<file path="src/rtl/cmd_sched.sv">
// Command queue between the UART wrapper and the command processor, with host flush.
// Define CMD_SCHED_ACK_EN to build the ACK/NAK response transmitter and its intake backpressure.
module cmd_sched #(
    parameter int          DEPTH     = 4,
    parameter logic [7:0]  ACK_BYTE  = 8'hA5,
    parameter logic [7:0]  NAK_BYTE  = 8'h5A,
    parameter logic [15:0] FLUSH_CMD = 16'h0000
) (
    input  logic                   clk,
    input  logic                   rst_n,
    input  logic [15:0]            cmd_in,
    input  logic                   cmd_rdy_in,
    output logic                   clr_cmd_rdy_in,
    output logic [15:0]            cmd_out,
    output logic                   cmd_rdy_out,
    input  logic                   clr_cmd_rdy_out,
    output logic                   trmt,
    output logic [7:0]             tx_data,
    input  logic                   tx_done,
    output logic [$clog2(DEPTH):0] count,
    output logic                   ovfl
);

    localparam int AW = $clog2(DEPTH);
    localparam logic [AW:0] FULL = (AW+1)'(DEPTH);

    logic [15:0]   mem [DEPTH];
    logic [AW-1:0] rd_ptr;
    logic [AW-1:0] wr_ptr;
    logic          intake;
    logic          is_flush;
    logic          pop;
    logic          push;
    logic          drop;

    assign pop            = clr_cmd_rdy_out && (count != '0);
    assign is_flush       = intake && (cmd_in == FLUSH_CMD);
    // A full queue still accepts when the head leaves in the same cycle.
    assign push           = intake && !is_flush && ((count != FULL) || pop);
    assign drop           = intake && !is_flush && (count == FULL) && !pop;
    assign clr_cmd_rdy_in = intake;
    assign cmd_out        = mem[rd_ptr];
    assign cmd_rdy_out    = (count != '0);

    always_ff @(posedge clk or negedge rst_n) begin
        if (!rst_n) begin
            rd_ptr <= '0;
            wr_ptr <= '0;
            count  <= '0;
            ovfl   <= 1'b0;
            for (int i = 0; i < DEPTH; i++) mem[i] <= '0;
        end else begin
            if (is_flush) begin
                rd_ptr <= '0;
                wr_ptr <= '0;
                count  <= '0;
            end else begin
                if (push) begin
                    mem[wr_ptr] <= cmd_in;
                    wr_ptr      <= wr_ptr + 1'b1;
                end
                if (pop) rd_ptr <= rd_ptr + 1'b1;
                if (push && !pop) count <= count + 1'b1;
                else if (pop && !push) count <= count - 1'b1;
            end
            if (drop) ovfl <= 1'b1;
        end
    end

`ifdef CMD_SCHED_ACK_EN
    typedef enum logic {T_IDLE = 1'b0, T_WAIT = 1'b1} tx_state_t;

    tx_state_t  state;
    tx_state_t  state_nxt;
    logic       resp_pend;
    logic [7:0] resp_byte;
    logic [7:0] tx_hold;
    logic       launch;

    assign intake = cmd_rdy_in && !resp_pend;

    always_ff @(posedge clk or negedge rst_n) begin
        if (!rst_n) state <= T_IDLE;
        else        state <= state_nxt;
    end

    always_comb begin
        state_nxt = state;
        case (state)
            T_IDLE:  if (resp_pend) state_nxt = T_WAIT;
            T_WAIT:  if (tx_done) state_nxt = T_IDLE;
            default: state_nxt = T_IDLE;
        endcase
    end

    always_comb begin
        launch  = 1'b0;
        trmt    = 1'b0;
        tx_data = tx_hold;
        if (state == T_IDLE && resp_pend) begin
            launch  = 1'b1;
            trmt    = 1'b1;
            tx_data = resp_byte;
        end
    end

    // Launch and intake never coincide: intake needs resp_pend low, launch needs it high.
    always_ff @(posedge clk or negedge rst_n) begin
        if (!rst_n) begin
            resp_pend <= 1'b0;
            resp_byte <= '0;
            tx_hold   <= '0;
        end else begin
            if (launch) begin
                resp_pend <= 1'b0;
                tx_hold   <= resp_byte;
            end
            if (intake) begin
                resp_pend <= 1'b1;
                resp_byte <= drop ? NAK_BYTE : ACK_BYTE;
            end
        end
    end
`else
    logic unused_in;

    assign intake    = cmd_rdy_in;
    assign trmt      = 1'b0;
    assign tx_data   = 8'h00;
    assign unused_in = ^{tx_done, ACK_BYTE, NAK_BYTE};
`endif

endmodule

</file>
<file path="config.mk">
export PLATFORM = sky130hd
export DESIGN_NAME = cmd_sched
export DESIGN_NICKNAME = d
export VERILOG_FILES = /design/src/rtl/cmd_sched.sv
export SDC_FILE = /design/constraint.sdc
export NUM_CORES = 1
export LEC_CHECK = 0
export ABC_AREA = 1
export CAP_MARGIN = 40
export CORE_MARGIN = 5
export CORE_UTILIZATION = 56
export CTS_BUF_LIST = sky130_fd_sc_hd__clkbuf_8
export DETAILED_ROUTE_END_ITERATION = 10
export PLACE_DENSITY = 0.79
export SYNTH_ARGS = -nofsm -noshare
export SYNTH_HDL_FRONTEND = slang
export SYNTH_SLANG_ARGS = --single-unit
</file>
<file path="constraint.sdc">
create_clock -name clk -period 2.39 [get_ports clk]
set_input_delay 0.478 -clock clk [delete_from_list [all_inputs] [get_ports clk]]
set_output_delay 0.478 -clock clk [all_outputs]
set_load 0.02 [all_outputs]
</file>
# [Word level (Yosys, flattened, before mapping)]
# Index checks and enable logic that the tools add are counted.
[totals] input_bits=21 wordCells=52 output_inout_bits=31 latchBits=0 ff_bits=72 mem_count=0 ram_bits=0 mem_bits_ro=0
[op_classes] mul=0 n_addsub=4 n_div=0 muxes=13 n_reduce_logical=19 n_bitwise=3 shifts=0 n_lt_le_gt_ge=3 eq_ne=2
[op_table] operator="$bwmux W64" n=1
[op_table] operator="$mux W16" n=3
[op_table] operator="$bmux W16 S2" n=1
[op_table] operator="$demux W16 S2" n=1
[op_table] operator="$logic_not A16 Y1" n=1
[op_table] operator="$logic_and A1 B1 Y1" n=9
[op_table] operator="$mux W3" n=3
[op_table] operator="$mux W2" n=4
[op_table] operator="$ge A3 B3 Y1 const B" n=2
[op_table] operator="$not A2 Y3" n=2
[op_table] operator="$reduce_bool A3 Y1" n=2
[op_table] operator="$add A2 B1 Y2 const B" n=2
[op_table] operator="$reduce_bool A2 Y1" n=2
[op_table] operator="$add A3 B1 Y3 const B" n=1
[op_table] operator="$eq A3 B3 Y1 const B" n=1
[op_table] operator="$logic_not A1 Y1" n=3
[op_table] operator="$lt A3 B1 Y1 const B" n=1
[op_table] operator="$ne A3 B3 Y1 const B" n=1
[op_table] operator="$sub A3 B1 Y3 const B" n=1
[op_table] operator="$reduce_and A2 Y1" n=1
[op_table] operator="$logic_or A1 B1 Y1" n=1
[op_table] operator="$not A1 Y1" n=1

# [Logic depth before layout (Yosys ltp)]
# Gate-level depths: netlist (run 1).
[depth] word_depth=10 depth_mapped=11 mapped_depth_nobuf=11

# [Least setup slack after synthesis (run 1)]
# No wires, ideal clock.
[synth_path] path_kind="register to register" from="reg count[0]" to="reg count[2]" setup_ns=0.118 path_slack_ns=0.467 period_less_slack_ns=1.923 arrival_time_ns=1.805 path_stages_with_launch=10 required_ns=2.272 n_path_buf=0 path_cell_list="dfrtp_1 nor2_1 nand2_1 nand2_1 nand4_1 fa_1 inv_1 nand3_1 nand3_1 nand2_1"
[synth_between] elab_chain_cells=7 elab_cells_between_ends=15 cone_classes="add/sub: 2; eq/ne: 1; mux: 3; reduce/logical: 9"
[synth_lines] element="start, declared" line="20" rtl="output logic [$clog2(DEPTH):0] count,"
[synth_lines] element="start signal, assigned" line="63" rtl="if (push && !pop) count <= count + 1'b1;"
[synth_lines] element="start signal, assigned" line="64" rtl="else if (pop && !push) count <= count - 1'b1;"
[synth_lines] element="$reduce_bool A3 Y1 (*)"
[synth_lines] element="net cmd_rdy_out" line="15" rtl="output logic cmd_rdy_out,"
[synth_lines] element="$logic_and A1 B1 Y1 (*)" line="36" rtl="assign pop = clr_cmd_rdy_out && (count != '0);"
[synth_lines] element="$logic_or A1 B1 Y1" line="39" rtl="assign push = intake && !is_flush && ((count != FULL) || pop);"
[synth_lines] element="$logic_and A1 B1 Y1" line="39"
[synth_lines] element="$logic_and A1 B1 Y1 or $logic_not A1 Y1 (tied branches)" line="63, 64"
[synth_lines] element="$mux W3 or $logic_and A1 B1 Y1 (tied branches)" line="63, 64"
[synth_lines] element="$mux W3 or $reduce_bool A3 Y1 (tied branches)"
# Mark *: on every way through the listed nets, which the timed path passes. The rest lies on a longest branch. The select of a mux whose other input is x is not followed.
# A chain may end at the register's enable or synchronous reset.

# [Final worst setup path (run 1)]
[layout_path] from="in cmd_rdy_in" to="out clr_cmd_rdy_in"
[layout_lines] element="start, declared" line="12" rtl="input logic cmd_rdy_in,"
[layout_lines] element="end, declared" line="13" rtl="output logic clr_cmd_rdy_in,"
# No word-level cell between the ends.

==> impl_metrics.env, run 1 <==
export IMPL_flip_flop_and_latch_count_after_synthesis=72
export IMPL_postCtsHoldBufs=0
export IMPL_h_tree_depth=3
export IMPL_yosysTopAreaCellShare_pct=50.6
export IMPL_status="finished, final reports clean"
export IMPL_synth_distinct_cells=22
export IMPL_first_pass_grt_wire_length_microns=15800
export IMPL_core_area_sq_um=6280
export IMPL_synthesized_area_per_cell_sq_um=7.86
export IMPL_grt_antenna_before_repair=0
export IMPL_cpMaxStageDelayCell="sky130_fd_sc_hd__clkdlybuf4s50_1"
export IMPL_worst_pin_slew_ps=890
export IMPL_hpwl_after_detailed_placement_microns=5860
export IMPL_post_route_drc_count=0
export IMPL_hold_path_class="in -> async"
export IMPL_port_buffers=41
export IMPL_mostFrequentLayoutCells="148 x sky130_fd_sc_hd__nand2_1, 78 x sky130_fd_sc_hd__o21ai_0, 72 x sky130_fd_sc_hd__dfrtp_1, 42 x sky130_fd_sc_hd__nor2_1, 29 x sky130_fd_sc_hd__buf_4"
export IMPL_cp_arrival_ps=1770
export IMPL_crit_chain="clkdlybuf4s50_1 -> clkdlybuf4s50_1"
export IMPL_top_signal_layer_used="met4"
export IMPL_insertion_delay_ps=350
export IMPL_critPathMaxStageDelay_ps=670
export IMPL_clock_sinks=72
export IMPL_syn2layout_area_growth_pct=22.4
export IMPL_worst_setup_path_end_kind="primary output"
export IMPL_report_final_setup_viol=0
export IMPL_cts_path_max_buffers=2
export IMPL_crit_required_ps=1910
export IMPL_synth_sequential_area_ratio_pct=50.6
export IMPL_tritoncts="built"
export IMPL_yosys_warnings=0
export IMPL_pwr_density_cell_nw_per_um2=1360
export IMPL_hold_violations=0
export IMPL_routedLengthMet1_microns=4040
export IMPL_initial_util_pct=56.7
export IMPL_die_area_sq_um=8060
export IMPL_overall_global_routing_usage_pct=24.3
export IMPL_floorplan_die_width_microns=89.8
export IMPL_worst_slew_margin_rel_pct=40.6
export IMPL_row_count=29
export IMPL_overflow=0
export IMPL_clock_root_buffer="sky130_fd_sc_hd__clkbuf_8"
export IMPL_met3RoutedLength_microns=735
export IMPL_max_clock_freq_mhz=446
export IMPL_post_route_cells_drive_above_1_share_pct=10.5
export IMPL_placedCellCount=577
export IMPL_final_period_minus_worst_setup_slack_ps=2240
export IMPL_finish_cell_count_without_fillers=593
export IMPL_via_count=3287
export IMPL_slew_viol_final=0
export IMPL_inserted_clock_buffers=9
export IMPL_finalWeightedCongestion=0.808
export IMPL_critical_path_start_type="input pin"
export IMPL_routed_wl_met2_microns=4420
export IMPL_largest_cells_by_area_after_synthesis="sky130_fd_sc_hd__dfrtp_1 51%, sky130_fd_sc_hd__nand2_1 16%, sky130_fd_sc_hd__o21ai_0 11%"
export IMPL_worstSetupPathType="in -> out"
export IMPL_drt_wirelength_per_cell_microns=15.8
export IMPL_crit_family="buffers and inverters"
export IMPL_postRouteWirelength_microns=9340
export IMPL_rsz0062_at_grt="false"
export IMPL_final_hold_worst_slack_ps=152
export IMPL_worstPathBufferInverterCount=2
export IMPL_n_antenna_cell=0
export IMPL_io_pins=52
export IMPL_first_global_vias=3142
export IMPL_timing_final_crit_share_pct=93.9
export IMPL_average_via_count_per_standard_cell=5.54
export IMPL_worstPathMaxFanout=6
export IMPL_synth_area_leader_cell="sky130_fd_sc_hd__dfrtp_1"
export IMPL_drt_iter0_drc=247
export IMPL_final_common_cell="sky130_fd_sc_hd__nand2_1"
export IMPL_drv_max_cap_violation_count=0
export IMPL_grt_max_degree=73
export IMPL_setup_clock_skew_after_layout_ps=6.38
export IMPL_clk_pin_slew_ps=70
export IMPL_die_y_microns=89.8
export IMPL_final_net_count=537
export IMPL_syn_inst=453
export IMPL_synthesis_area_sq_um=3560
export IMPL_antenna_left=0
export IMPL_critPathMostFrequentCell="sky130_fd_sc_hd__clkdlybuf4s50_1"
export IMPL_drt_pass1_iterations=4
export IMPL_power_leakage_nw=2.21
export IMPL_vdd_ir_drop_worst_mv=0.706
-- timing repair --
action | 4_1_cts | 5_1_grt
setup buffers | 0 | 0
resized for setup | 12 | 6
setup endpoints to repair | 12 | 5
gates cloned | 0 | 0
hold endpoints to repair | 0 | 0
-- sequential cells by signal, indices dropped and copies added (netlist names) --
signal	count
count	3
mem	64
ovfl	1
rd_ptr	2
wr_ptr	2
-- cell families (layout without fill, tap and decap cells) --
| family | Yosys count | count (layout) | synth area share [%] |
|---|---|---|---|
| simple gates | 208 | 208 | 23.4 |
| compound gates | 119 | 119 | 17.5 |
| flops | 72 | 72 | 50.6 |
| buf+inv | 48 | 103 | 6.50 |
| fa+ha+maj | 5 | 5 | 1.97 |
| other cells | 1 | 9 | 0.105 |
-- synthesized netlist by cell type --
cell type and count:
sky130_fd_sc_hd__dfrtp_1 72, sky130_fd_sc_hd__nand2_4 1, sky130_fd_sc_hd__ha_1 4, sky130_fd_sc_hd__nor2_2 6
sky130_fd_sc_hd__buf_4 12, sky130_fd_sc_hd__inv_1 14, sky130_fd_sc_hd__buf_2 5, sky130_fd_sc_hd__nand4_1 2
sky130_fd_sc_hd__o21a_1 1, sky130_fd_sc_hd__nand2_1 148, sky130_fd_sc_hd__o21ai_1 21, sky130_fd_sc_hd__nor2_1 42
sky130_fd_sc_hd__a21boi_0 1, sky130_fd_sc_hd__nand3_1 8, sky130_fd_sc_hd__nand3_4 1, sky130_fd_sc_hd__conb_1 1
sky130_fd_sc_hd__o21bai_1 1, sky130_fd_sc_hd__o22ai_1 16, sky130_fd_sc_hd__clkbuf_1 17, sky130_fd_sc_hd__fa_1 1
sky130_fd_sc_hd__a21oi_1 1, sky130_fd_sc_hd__o21ai_0 78
-- per-stage QoR --
step / total power, mW / setup WS (ps) / util, % / setup TNS (ps) / cell area (sq um)
6_report: 5.95 / 146 / 69.5 / 0 / 4360
5_1_grt: 6.44 / 15.7 / 69.5 / 0 / 4360
4_1_cts: 5.96 / 2.16 / 69.2 / 0 / 4350
3_5_place_dp: 5.19 / -80.9 / 66.6 / -1490 / 4180
3_3_place_gp: 5.08 / -38.9 / 66.6 / -867 / 4180
2_1_floorplan: 3.87 / 467 / - / 0 / 3590
-- path summary, 6_finish.rpt --
kind                                            end  slack (ps)                 start  depth (start not counted)
worst max register to register  mem[23]$_DFFE_PN0P_         500  count[2]$_DFFE_PN0P_                          7
min in group clk                mem[46]$_DFFE_PN0P_         480   mem[46]$_DFFE_PN0P_                          2
max in group asynchronous       mem[38]$_DFFE_PN0P_        1940                 rst_n                          2
worst min-delay path            mem[28]$_DFFE_PN0P_         150                 rst_n                          2
worst max-delay path                 clr_cmd_rdy_in         150            cmd_rdy_in                          2
worst min register to register  mem[46]$_DFFE_PN0P_         480   mem[46]$_DFFE_PN0P_                          2
-- where the power goes --
group	leakage, nW	internal (mW)	switching [mW]
Clock	0.107	0.465	0.442
Sequential	0.893	1.78	0.290
Combinational	1.21	1.13	1.85
-- per-layer routing --
layer,track usage (%),vias to the layer above
met3,5.09,19
met1,34.2,1548
li1,-,1585
met4,9.19,0
met5,0,-
met2,36.8,135
-- cell type report --
type	instances	area (sq um)
Timing Repair Buffer	73	671
Multi-Input combinational cell	341	1560
Inverter	14	52.6
Tap cell	77	96.3
Clock inverter	7	56.3
Fill cell	551	1920
Clock buffer	9	124
Sequential cell	72	1800
(Power assumes the default switching activity.)
==> run 2: changes to the inputs <==
--- a/config.mk
+++ b/config.mk
@@ -8,9 +8,10 @@
 export ABC_AREA = 1
 export CAP_MARGIN = 40
 export CORE_MARGIN = 5
-export CORE_UTILIZATION = 56
+export CORE_UTILIZATION = 66
 export CTS_BUF_LIST = sky130_fd_sc_hd__clkbuf_8
 export DETAILED_ROUTE_END_ITERATION = 10
+export DONT_BUFFER_PORTS = 1
 export PLACE_DENSITY = 0.79
 export SYNTH_ARGS = -nofsm -noshare
 export SYNTH_HDL_FRONTEND = slang
==> impl_metrics.env, run 2 (synthesized netlist as in run 1, its figures left out) <==
export IMPL_status="finished, final reports clean"
export IMPL_hold_path_class="in -> async"
export IMPL_registers_top_by_ff_count="mem"
export IMPL_n_antenna_cell=0
export IMPL_antenna_left=0
export IMPL_vdd_ir_drop_worst_mv=0.792
export IMPL_hold_violations=0
export IMPL_overall_global_routing_usage_pct=26.7
export IMPL_launch_point_of_the_worst_reg_to_reg_path="count[2]$_DFFE_PN0P_"
export IMPL_largest_register_ffs=64
export IMPL_pwr_density_cell_nw_per_um2=1410
export IMPL_worst_slew_margin_rel_pct=44.0
export IMPL_max_clock_freq_mhz=440
export IMPL_worstSetupPathType="reg -> out"
export IMPL_worstPathMaxFanout=18
export IMPL_first_global_vias=3077
export IMPL_port_buffers=0
export IMPL_h_tree_depth=3
export IMPL_finalWeightedCongestion=0.758
export IMPL_post_route_drc_count=0
export IMPL_grt_max_degree=73
export IMPL_crit_reg2reg_capture="mem[60]$_DFFE_PN0P_"
export IMPL_clock_sinks=72
export IMPL_drt_pass1_iterations=5
export IMPL_layout_top_registers="mem (64), count (3)"
export IMPL_crit_chain="inv_1 -> o21ai_0 -> o22ai_1"
export IMPL_worst_pin_slew_ps=839
export IMPL_rsz0062_at_grt="false"
export IMPL_design_power_total_mw=5.35
export IMPL_r2r_worst_path_cells=7
export IMPL_cp_arrival_ps=1800
export IMPL_average_via_count_per_standard_cell=5.85
export IMPL_final_hold_worst_slack_ps=9.43
export IMPL_drv_max_cap_violation_count=0
export IMPL_power_leakage_nw=1.88
export IMPL_via_count=3077
export IMPL_crit_required_ps=1910
export IMPL_final_common_cell="sky130_fd_sc_hd__nand2_1"
export IMPL_core_area_sq_um=5170
export IMPL_postLayoutCoreUtil_pct=73.2
export IMPL_rrSetupSlack_ps=350
export IMPL_setup_clock_skew_after_layout_ps=4.52
export IMPL_grt_antenna_before_repair=0
export IMPL_post_detailed_placement_cell_area_sq_um=3610
export IMPL_worst_setup_path_end_kind="primary output"
export IMPL_postRouteWirelength_microns=8610
export IMPL_io_pins=52
export IMPL_cts_path_max_buffers=2
export IMPL_postCtsHoldBufs=1
export IMPL_drt_iter0_drc=180
export IMPL_post_route_cell_area_sq_um=3790
export IMPL_seqCellArea_sq_um=1800
export IMPL_timing_final_crit_share_pct=95.2
export IMPL_placedCellCount=511
export IMPL_drt_wirelength_per_cell_microns=16.4
export IMPL_clock_root_buffer="sky130_fd_sc_hd__clkbuf_8"
export IMPL_mostFrequentLayoutCells="148 x sky130_fd_sc_hd__nand2_1, 78 x sky130_fd_sc_hd__o21ai_0, 72 x sky130_fd_sc_hd__dfrtp_1, 42 x sky130_fd_sc_hd__nor2_1, 21 x sky130_fd_sc_hd__o21ai_1"
export IMPL_nFillCells=418
export IMPL_post_route_cells_drive_above_1_share_pct=7.46
export IMPL_place_ws_ps=368
export IMPL_tritoncts="built"
export IMPL_finalWorstSetupSlack_ps=115
export IMPL_die_area_sq_um=6970
export IMPL_fin_tns_setup_ps=0
export IMPL_final_period_minus_worst_setup_slack_ps=2270
export IMPL_insertion_delay_ps=350
export IMPL_first_pass_grt_wire_length_microns=15000
export IMPL_finish_cell_count_without_fillers=526
export IMPL_inserted_clock_buffers=9
export IMPL_critical_path_start_type="flip-flop"
export IMPL_critPathMaxStageDelay_ps=420
export IMPL_die_y_microns=83.5
export IMPL_syn2layout_area_growth_pct=6.32
export IMPL_floorplan_die_width_microns=83.5
export IMPL_overflow=0
export IMPL_final_net_count=479
export IMPL_postCtsResizedCells=0
export IMPL_report_final_setup_viol=0
export IMPL_clk_pin_slew_ps=70
export IMPL_hpwl_after_detailed_placement_microns=5260
export IMPL_row_count=26
export IMPL_cts_post_setup_buffers_inserted=0
export IMPL_initial_util_pct=68.9
export IMPL_slew_viol_final=0
export IMPL_cpMaxStageDelayCell="sky130_fd_sc_hd__inv_1"
export IMPL_multiInputGateArea_sq_um=1560
## run 2: routing by layer
layer	global-route usage (%)	part of all wire (%)	up-vias
li1	-	-	1466
met3	6.42	8.8	16
met2	41.5	47	140
met4	11.3	1.5	0
met5	0	0	-
met1	36.0	42	1455
## run 2: worst max path at each step
stage	from	endpoint	slack (ps)	cells after the start
finish	rd_ptr[1]$_DFFE_PN0P_	cmd_out[10]	120	3
global route	rd_ptr[1]$_DFFE_PN0P_	cmd_out[10]	30	3
CTS	rd_ptr[1]$_DFFE_PN0P_	cmd_out[10]	130	3
detailed placement	count[2]$_DFFE_PN0P_	mem[56]$_DFFE_PN0P_	370	7
global placement	count[2]$_DFFE_PN0P_	count[2]$_DFFE_PN0P_	410	9
floorplan	count[0]$_DFFE_PN0P_	count[2]$_DFFE_PN0P_	470	9
## run 2: power by group
part           switching (mW)  internal (mW)  total (mW)
clock                   0.426          0.381       0.806
combinational            1.72          0.739        2.46
sequential              0.295           1.78        2.08
total                    2.45           2.90        5.35
## run 2: worst max-delay path: cells and delay by family (launching register included)
family	cells	cell delay [ps]
AOI/OAI and AO/OA	2	650
DFF	1	380
buffers and inverters	1	420
## run 2: layout make-up
| type | count | area share (%) |
|---|---|---|
| multi-input combinational | 341 | 41.2 |
| sequential | 72 | 47.6 |
| clock inverter | 4 | 0.429 |
| tap | 70 | 2.31 |
| inverter | 14 | 1.39 |
| clock buffer | 10 | 3.63 |
| timing repair buffer | 15 | 3.50 |
